File: src/rtl/addr_mode_sequencer.sv
// -----------------------------------------------------------------------------
// addr_mode_sequencer
//
// Front end of the addressing flag generators. It accepts a fetched opcode,
// latches it, decodes its 6502 addressing mode and then steps the addressing
// state counter (A0..A5), one state per unstalled cycle. When addressing is
// complete it raises addr_done and holds it until the execute stage
// acknowledges it.
//
// Optional feature macro: PAGE_CROSS_PENALTY_EN
//   When defined, ABS_X, ABS_Y and IND_Y issue one extra state if page_cross
//   is high in their final state. Stores (aaa=100, cc=01) always take the
//   extra state. When undefined, page_cross is ignored.
//
// Ports:
//   clk           system clock
//   nrst          synchronous active-low reset
//   opcode_valid  fetch presents a new opcode this cycle
//   opCode        fetched opcode
//   hold          stall (RDY low); freezes the sequencer outside DONE
//   exec_ack      execute stage has consumed the addressing results
//   page_cross    carry out of the low-address add (optional feature only)
//   opcode_ready  sequencer is idle and can take an opcode
//   opcode_q      latched opcode
//   mode          decoded addressing mode of the latched opcode
//   state         current addressing state (valid while addr_active)
//   addr_active   addressing states are being issued
//   addr_done     addressing finished; held until exec_ack
//   illegal       latched opcode has cc=11
// -----------------------------------------------------------------------------
module addr_mode_sequencer #(
   parameter int STATE_W = 4,
   parameter int MODE_W  = 4
) (
   input  logic               clk,
   input  logic               nrst,
   input  logic               opcode_valid,
   input  logic [7:0]         opCode,
   input  logic               hold,
   input  logic               exec_ack,
   input  logic               page_cross,
   output logic               opcode_ready,
   output logic [7:0]         opcode_q,
   output logic [MODE_W-1:0]  mode,
   output logic [STATE_W-1:0] state,
   output logic               addr_active,
   output logic               addr_done,
   output logic               illegal
);

   localparam logic [MODE_W-1:0] M_IMP   = MODE_W'(0);
   localparam logic [MODE_W-1:0] M_IMM   = MODE_W'(1);
   localparam logic [MODE_W-1:0] M_ZPG   = MODE_W'(2);
   localparam logic [MODE_W-1:0] M_ZPG_X = MODE_W'(3);
   localparam logic [MODE_W-1:0] M_ZPG_Y = MODE_W'(4);
   localparam logic [MODE_W-1:0] M_ABS   = MODE_W'(5);
   localparam logic [MODE_W-1:0] M_ABS_X = MODE_W'(6);
   localparam logic [MODE_W-1:0] M_ABS_Y = MODE_W'(7);
   localparam logic [MODE_W-1:0] M_IND_X = MODE_W'(8);
   localparam logic [MODE_W-1:0] M_IND_Y = MODE_W'(9);
   localparam logic [MODE_W-1:0] M_REL   = MODE_W'(10);
   localparam logic [MODE_W-1:0] M_IND   = MODE_W'(11);

   typedef enum logic [1:0] {
      IDLE = 2'd0,
      ADDR = 2'd1,
      DONE = 2'd2
   } fsm_t;

   fsm_t               fsm, fsm_nxt;
   logic [7:0]         opcode_nxt;
   logic [MODE_W-1:0]  mode_nxt;
   logic [STATE_W-1:0] state_nxt;
   logic               illegal_nxt;

   logic [2:0]         aaa, bbb;
   logic [1:0]         cc;
   logic [MODE_W-1:0]  dec_mode;
   logic [2:0]         cur_count;
   logic               last_state;
   logic               exit_addr;

   // Number of addressing states each mode needs before execute can start.
   function automatic logic [2:0] mode_count(input logic [MODE_W-1:0] m);
      logic [2:0] c;
      c = 3'd0;
      case (m)
         M_ZPG:                     c = 3'd1;
         M_ZPG_X, M_ZPG_Y, M_ABS:   c = 3'd2;
         M_ABS_X, M_ABS_Y, M_IND_X: c = 3'd3;
         M_IND_Y, M_IND:            c = 3'd4;
         default:                   c = 3'd0;
      endcase
      return c;
   endfunction

   assign aaa = opCode[7:5];
   assign bbb = opCode[4:2];
   assign cc  = opCode[1:0];

   // Addressing-mode decode of the incoming opcode. The cc=10 group swaps
   // X indexing for Y on the LDX/STX rows, and the cc=00 group has the
   // JSR (0x20) and JMP indirect (0x6C) special cases.
   always_comb begin
      dec_mode = M_IMP;
      case (cc)
         2'b01: begin
            case (bbb)
               3'b000: dec_mode = M_IND_X;
               3'b001: dec_mode = M_ZPG;
               3'b010: dec_mode = M_IMM;
               3'b011: dec_mode = M_ABS;
               3'b100: dec_mode = M_IND_Y;
               3'b101: dec_mode = M_ZPG_X;
               3'b110: dec_mode = M_ABS_Y;
               3'b111: dec_mode = M_ABS_X;
               default: dec_mode = M_IMP;
            endcase
         end
         2'b10: begin
            case (bbb)
               3'b000: dec_mode = M_IMM;
               3'b001: dec_mode = M_ZPG;
               3'b011: dec_mode = M_ABS;
               3'b101: dec_mode = (aaa == 3'b100 || aaa == 3'b101) ? M_ZPG_Y : M_ZPG_X;
               3'b111: dec_mode = (aaa == 3'b101) ? M_ABS_Y : M_ABS_X;
               default: dec_mode = M_IMP;
            endcase
         end
         2'b00: begin
            case (bbb)
               3'b000: begin
                  if (opCode == 8'h20)
                     dec_mode = M_ABS;
                  else if (aaa >= 3'b101)
                     dec_mode = M_IMM;
                  else
                     dec_mode = M_IMP;
               end
               3'b001: dec_mode = M_ZPG;
               3'b011: dec_mode = (opCode == 8'h6C) ? M_IND : M_ABS;
               3'b100: dec_mode = M_REL;
               3'b101: dec_mode = M_ZPG_X;
               3'b111: dec_mode = M_ABS_X;
               default: dec_mode = M_IMP;
            endcase
         end
         default: dec_mode = M_IMP;
      endcase
   end

   assign cur_count  = mode_count(mode);
   assign last_state = (state == STATE_W'(cur_count - 3'd1));

`ifdef PAGE_CROSS_PENALTY_EN
   logic penalty_mode;
   logic is_store;
   logic take_extra;

   // Indexed/indirect-indexed modes may need a fix-up cycle for the high
   // address byte. Stores always take it because the write cannot be
   // speculated. The extra state sits at index cur_count, so reaching it
   // is itself the exit condition.
   always_comb begin
      penalty_mode = (mode == M_ABS_X) || (mode == M_ABS_Y) || (mode == M_IND_Y);
      is_store     = (opcode_q[7:5] == 3'b100) && (opcode_q[1:0] == 2'b01);
      take_extra   = last_state && penalty_mode && (page_cross || is_store);
      exit_addr    = (last_state && !take_extra) || (state == STATE_W'(cur_count));
   end
`else
   logic unused_page_cross;

   assign unused_page_cross = page_cross;
   assign exit_addr         = last_state;
`endif

   // Next-state logic for the IDLE/ADDR/DONE sequencer. hold freezes
   // everything except the DONE handshake, which only waits on exec_ack.
   always_comb begin
      fsm_nxt     = fsm;
      opcode_nxt  = opcode_q;
      mode_nxt    = mode;
      state_nxt   = state;
      illegal_nxt = illegal;
      case (fsm)
         IDLE: begin
            if (opcode_valid && !hold) begin
               opcode_nxt  = opCode;
               mode_nxt    = dec_mode;
               illegal_nxt = (cc == 2'b11);
               state_nxt   = '0;
               fsm_nxt     = (mode_count(dec_mode) == 3'd0) ? DONE : ADDR;
            end
         end
         ADDR: begin
            if (!hold) begin
               if (exit_addr) begin
                  fsm_nxt   = DONE;
                  state_nxt = '0;
               end else begin
                  state_nxt = state + STATE_W'(1);
               end
            end
         end
         DONE: begin
            if (exec_ack)
               fsm_nxt = IDLE;
         end
         default: begin
            fsm_nxt   = IDLE;
            state_nxt = '0;
         end
      endcase
   end

   // State register with synchronous active-low reset.
   always_ff @(posedge clk) begin
      if (!nrst) begin
         fsm      <= IDLE;
         opcode_q <= 8'h00;
         mode     <= M_IMP;
         state    <= '0;
         illegal  <= 1'b0;
      end else begin
         fsm      <= fsm_nxt;
         opcode_q <= opcode_nxt;
         mode     <= mode_nxt;
         state    <= state_nxt;
         illegal  <= illegal_nxt;
      end
   end

   assign opcode_ready = (fsm == IDLE);
   assign addr_active  = (fsm == ADDR);
   assign addr_done    = (fsm == DONE);

endmodule

File: config.mk
export PLATFORM = sky130hd
export DESIGN_NAME = addr_mode_sequencer
export DESIGN_NICKNAME = d
export VERILOG_FILES = /design/src/rtl/addr_mode_sequencer.sv
export SDC_FILE = /design/constraint.sdc
export NUM_CORES = 1
export LEC_CHECK = 0
export ABC_CLOCK_PERIOD_IN_PS = 2050
export CAP_MARGIN = 40
export CORE_MARGIN = 2
export CORE_UTILIZATION = 35
export CTS_CLUSTER_SIZE = 25
export DETAILED_ROUTE_END_ITERATION = 10
export GPL_TIMING_DRIVEN = 1
export PLACE_DENSITY = 0.68
export SLEW_MARGIN = 20
export SYNTH_ARGS = -nofsm -noshare
export SYNTH_HDL_FRONTEND = slang
export SYNTH_SLANG_ARGS = --single-unit
File: constraint.sdc
create_clock -name clk -period 2.05 [get_ports clk]
set_input_delay 0.41 -clock clk [delete_from_list [all_inputs] [get_ports clk]]
set_output_delay 0.41 -clock clk [all_outputs]
set_load 0.005 [all_outputs]
==> After elaboration in Yosys (flattened, before gate mapping) <==
Memories as Yosys holds them, arrays and structs flattened. A register that Yosys moved wholly into a read port is not among the register bits.
Cells that the tools add are included.
{ "totals": {"ff_bits": 19, "mem_bits_ro": 128, "wordCells": 63, "mem_count": 3} }
{ "classes": {"addsub": 2, "magnitude_cmp": 1, "eq_ne": 19, "muxes": 22, "bitwise_logic": 1, "reduce_logical": 10} }
{ "mem_list": {"columns": ["memory", "depth", "width", "read_ports", "rd_clocked_by_memory_dff", "write_ports", "line_no", "rtl"], "rows": [
  ["(no name shown)", 16, 3, 1, 0, 0, "87", "case (m)"],
  ["(no name shown)", 16, 3, 1, 1, 0, "87", null],
  ["(no name shown)", 8, 4, 1, 0, 0, "108", "case (bbb)"]
]} }
{ "ops": {"columns": ["cell", "count"], "rows": [
  ["4-bit two-way mux", 6],
  ["4-bit one-hot mux with 3 select lines", 2],
  ["4-bit one-hot mux with 6 select lines", 1],
  ["3-bit equality test, second input constant", 5],
  ["3-bit one-hot mux with 5 select lines", 1],
  ["3-bit two-way mux", 4],
  ["2-bit two-way mux", 5],
  ["8-bit by 6-bit equality test with 1-bit output, second input constant", 1],
  ["8-bit by 7-bit equality test with 1-bit output, second input constant", 1],
  ["2-bit equality test, second input constant", 3],
  ["3-bit logical NOT", 2],
  ["2-bit one-hot mux with 3 select lines", 1],
  ["4-bit by 1-bit adder with 4-bit output, second input constant", 1],
  ["2-bit by 1-bit equality test with 1-bit output, second input constant", 2],
  ["4-bit equality test", 1],
  ["2-bit logical NOT", 2],
  ["2-bit by 1-bit inequality test with 1-bit output, second input constant", 2],
  ["2-bit inequality test, second input constant", 2],
  ["4-bit AND reduction", 1],
  ["3-bit by 1-bit subtractor with 4-bit output, second input constant", 1],
  ["3-bit by 1-bit equality test with 1-bit output, second input constant", 1],
  ["3-bit by 2-bit equality test with 1-bit output, second input constant", 1],
  ["3-bit >= comparator, second input constant", 1],
  ["3-bit AND reduction", 1],
  ["other kinds (6)", 7]
]} }

==> Logic depth before layout (Yosys ltp) <==
An unclocked memory read counts as a cell.
{ "logic_depth": {"depth_word": 12, "mapped_depth": 9, "depth_no_buf": 9} }

==> Worst setup path before layout <==
No wires, ideal clock.
{ "synth_timing": {"path_kind": "input-to-reg", "start": "in opCode[0]", "end": "reg, netlist name cur_count[0]", "setup_time_ns": 0.070, "arrival_ns": 1.886, "t_required_ns": 1.980, "path_slack_ns": 0.094, "stages": 8, "n_path_buf": 1, "path_cell_list": "buf_2 > nor2b_2 > a22oi_2 > o21ai_1 > nor3_2 > o21ai_1 > or4_4 > a21oi_1"} }
{ "synth_between": {"elab_chain_cells": 6} }
{ "synth_lines": {"columns": ["item", "line_no", "rtl"], "rows": [
  ["start, declared", "38", "input logic [7:0] opCode,"],
  ["8-bit by 6-bit equality test with 1-bit output / 8-bit by 7-bit equality test with 1-bit output (equally long branches)", "133, 141", null],
  ["3-bit two-way mux / 4-bit two-way mux (equally long branches)", "133, 141", null],
  ["4-bit one-hot mux with 6 select lines", "131", "case (bbb)"],
  ["4-bit one-hot mux with 3 select lines (*)", "106", "case (cc)"],
  ["4-bit two-way mux (no source line) (*) (2 in series)", null, null]
]} }
Mark *: on every way between the ends. The rest lies on a longest branch, timed or not.
A chain may end at the register's enable or synchronous reset.

==> Worst setup path after layout <==
{ "layout_timing": {"start": "in opCode[4]", "end": "reg, netlist name cur_count[0]"} }
{ "layout_between": {"elab_chain_cells": 6} }
{ "layout_lines": {"columns": ["item", "line_no"], "rows": [
  ["8-bit by 6-bit equality test with 1-bit output / 8-bit by 7-bit equality test with 1-bit output (equally long branches)", "133, 141"],
  ["3-bit two-way mux / 4-bit two-way mux (equally long branches)", "133, 141"],
  ["4-bit one-hot mux with 6 select lines", "131"],
  ["4-bit one-hot mux with 3 select lines (*)", "106"],
  ["4-bit two-way mux (no source line) (*) (2 in series)", null]
]} }
Marks and branches as above.

==> results.py <==
metrics = {
    "yosys": {
        "synth_top_area_share": 0.3132,
        "synth_edf_count": 0,
        "synthCells": 172,
        "synth-xor-area-share": 0.03114,
        "syn_nets": 188,
        "synth_area_mm2": 0.001406,
        "yosys_warnings": 0,
        "synth_ff_type": "dfxtp_1",
        "synth_area_per_cell_um2": 8.176,
        "yosysUniqueCellTypes": 52,
        "ys_seq_area_frac": 0.3132,
        "synth-simple-area-share": 0.3167,
        "async_flop_share": 0,
        "yosys-top-cells-count": "nand2_1, dfxtp_1, a21boi_0",
        "synth_area_leader_cell": "dfxtp_1",
        "synth_top_family_by_area": "simple AND/OR/NAND/NOR gates",
        "synthMuxAreaShare": 0.05071,
        "synth_area_leaders": "dfxtp_1, nand2_1, a21boi_0",
        "synth_compound_area_frac": 0.2082,
        "synthAdderAreaFrac": 0.01779,
        "ys_seq_elements": 22,
        "yosysMostFrequentCell": "nand2_1",
    },
    "global_routing": {
        "grt_max_degree": 21,
        "antenna_found_initial": 0,
        "grtUsageTotal": 0.1655,
        "grt_first_pass_wirelength_mm": 5.699,
        "grt_overflow": 0,
        "grt_pass1_vias": 1267,
    },
    "cts": {
        "clk_latency_ps": 270,
        "cts.sinks": 22,
        "clock-root-buffer": "clkbuf_8",
        "numCtsBuffers": 3,
        "ctsHoldBuffers": 0,
        "cts_max_path_buffers": 2,
        "clk_pin_slew_worst_paths_ps": 80,
        "htree_levels": 1,
        "cts_tree": "done",
    },
    "routing": {
        "ant_nets": 0,
        "via_per_inst": 5.046,
        "routed_wl_mm": 3.628,
        "first_iter_violations": 86,
        "dr.pass1.iters": 5,
        "drcViolationCount": 0,
        "vias": 1433,
        "wl_per_cell_um": 12.77,
    },
    "final_layout": {
        "area_growth_pct": 47.95,
        "final_area_mm2": 0.002081,
        "num_antenna_cells": 0,
        "final_nets": 251,
        "num-fill-cells": 371,
        "drive_above_1_share": 0.2821,
    },
    "pwr": {
        "power.leakage_nw": 0.8261,
        "ir_worst_vdd_mv": 0.3608,
        "power_density_mw_per_mm2": 542.2,
    },
    "timing": {
        "finalSetupTns_ps": 0,
        "period_share": 0.9653,
        "hold_viol_final": 0,
        "fin_crit_ps": 1979,
        "slew_viol_final": 0,
        "max_freq_ghz": 0.5053,
        "tightest_slew_ps": 330.9,
        "max_slew_margin": 0.7791,
        "finalClockSkew_ps": 2.003,
        "worst_slack_ps": 71.04,
        "setup_viol": 0,
    },
    "flow_run": {
        "cap_violations": 0,
    },
    "placed_design": {
        "pre_cts_ws_ps": -517.0,
        "port_buffers": 32,
        "hpwl_mm": 2.589,
        "place_area_mm2": 0.001942,
        "place_congestion": 0.7988,
    },
    "worst_setup_path": {
        "arrival_ps": 2190,
        "required_ps": 2260,
        "cp-end-kind": "register",
        "startpoint_type": "input port",
        "r2r-start": "cur_count[1]",
        "worstPathMaxFanout": 5,
        "crit_type": "input port to register",
        "crit_path_start": "opCode[4]",
    },
    "min_path": {
        "hold_class": "register to register",
        "hp-start": "opcode_q[2]",
    },
    "die": {
        "start_util": 0.3567,
        "rows": 23,
        "die_area_mm2": 0.004541,
        "die_w_um": 67.39,
        "ios": 34,
        "core_area_mm2": 0.003943,
        "die_h_um": 67.39,
    },
    "outcome": {
        "status": "completed",
    },
}
[timing repair]
action / 4_1_cts / 5_1_grt
setup buffers: 0 / 7
gates cloned: 0 / 1
setup endpoints to repair: 4 / 8
pin swaps: 1 / 9
gates resized for setup: 11 / 15
[critical path, stage by stage]
cell and delay [ps]:
clkdlybuf4s15_1 240, buf_6 160, xor2_1 160, a22oi_2 220, nor3_2 70, nor3_2 140
o21ai_1 110, or4_4 550, a21oi_2 130
[report_power, final]
part | total, mW | internal, mW | switching, mW
combinational | 0.337 | 0.185 | 0.152
sequential | 0.469 | 0.450 | 0.0193
clock | 0.323 | 0.172 | 0.151
total | 1.13 | 0.806 | 0.322
[metrics by stage]
step / total power [mW] / instances / hold WS [ps] / utilization
after global placement: 0.7946 / 272 / 456.8 / 0.4925
after detailed placement: 0.7977 / 272 / 459.6 / 0.4925
after floorplan: 0.6495 / 172 / 460.0 / -
after CTS: 1.118 / 276 / 472.1 / 0.5062
after global routing: 1.186 / 284 / 493.7 / 0.5278
final: 1.128 / 284 / 465.8 / 0.5278
[layer usage]
| layer | global-route usage | vias up | routed length, um |
|---|---|---|---|
| met4 | 0.03061 | 0 | 23 |
| met2 | 0.2884 | 39 | 1713 |
| li1 | - | 731 | - |
| met5 | 0 | - | 0 |
| met3 | 0.04333 | 4 | 192 |
| met1 | 0.2065 | 659 | 1699 |
[kinds of logic after synthesis]
family / after synthesis
simple gates: 78
xor+xnor: 5
compound gates: 42
fa+ha+maj: 2
mux: 6
flops: 22
buf+inv: 17
[cells in the final DEF, fill, tap and decap left out, types with 2 or more instances in the layout]
cell type / synthesis / final
buf_4: 2 / 33
nand2_1: 30 / 30
dfxtp_1: 22 / 22
clkdlybuf4s50_1: 0 / 22
a21boi_0: 10 / 10
o21ai_0: 9 / 9
nor2_1: 8 / 8
inv_1: 6 / 6
nor2b_1: 7 / 6
nand3_1: 6 / 6
nand2b_1: 4 / 4
o21ai_1: 4 / 4
a31oi_1: 4 / 4
clkbuf_8: 0 / 4
dlygate4sd2_1: 0 / 4
xor2_1: 3 / 3
nor3_2: 1 / 3
and2_1: 3 / 3
clkbuf_2: 0 / 3
buf_6: 1 / 3
nor2b_2: 1 / 2
a21oi_1: 3 / 2
a22oi_2: 2 / 2
nor3_1: 4 / 2
a21oi_2: 1 / 2
mux2i_1: 2 / 2
mux2_2: 2 / 2
xnor2_1: 2 / 2
nor3b_1: 2 / 2
ha_1: 2 / 2
dlymetal6s2s_1: 0 / 2
[cell type report]
class                      instances  area, um2  share of cell area
timing repair buffer              69      591.8              0.2844
inverter                           6      22.52             0.01082
tap                               50      62.56             0.03007
clock buffer                       4      55.05             0.02646
sequential                        22      440.4              0.2117
multi-input combinational        133      908.4              0.4366
[sequential cells by signal, summed over array words and instances (netlist names)]
register   cells
cur_count      3
mode           4
state          4
illegal        1
fsm            2
opcode_q       8
[worst paths after layout]
check	to	slack, ps	depth (start not counted)
worst min register to register	opcode_q[2]	470	2
worst max-delay path	cur_count[0]	70	9
worst max register to register	fsm[1]	120	9
worst min-delay path	opcode_q[2]	470	2
No activity file was read; power rests on OpenSTA's default activity.
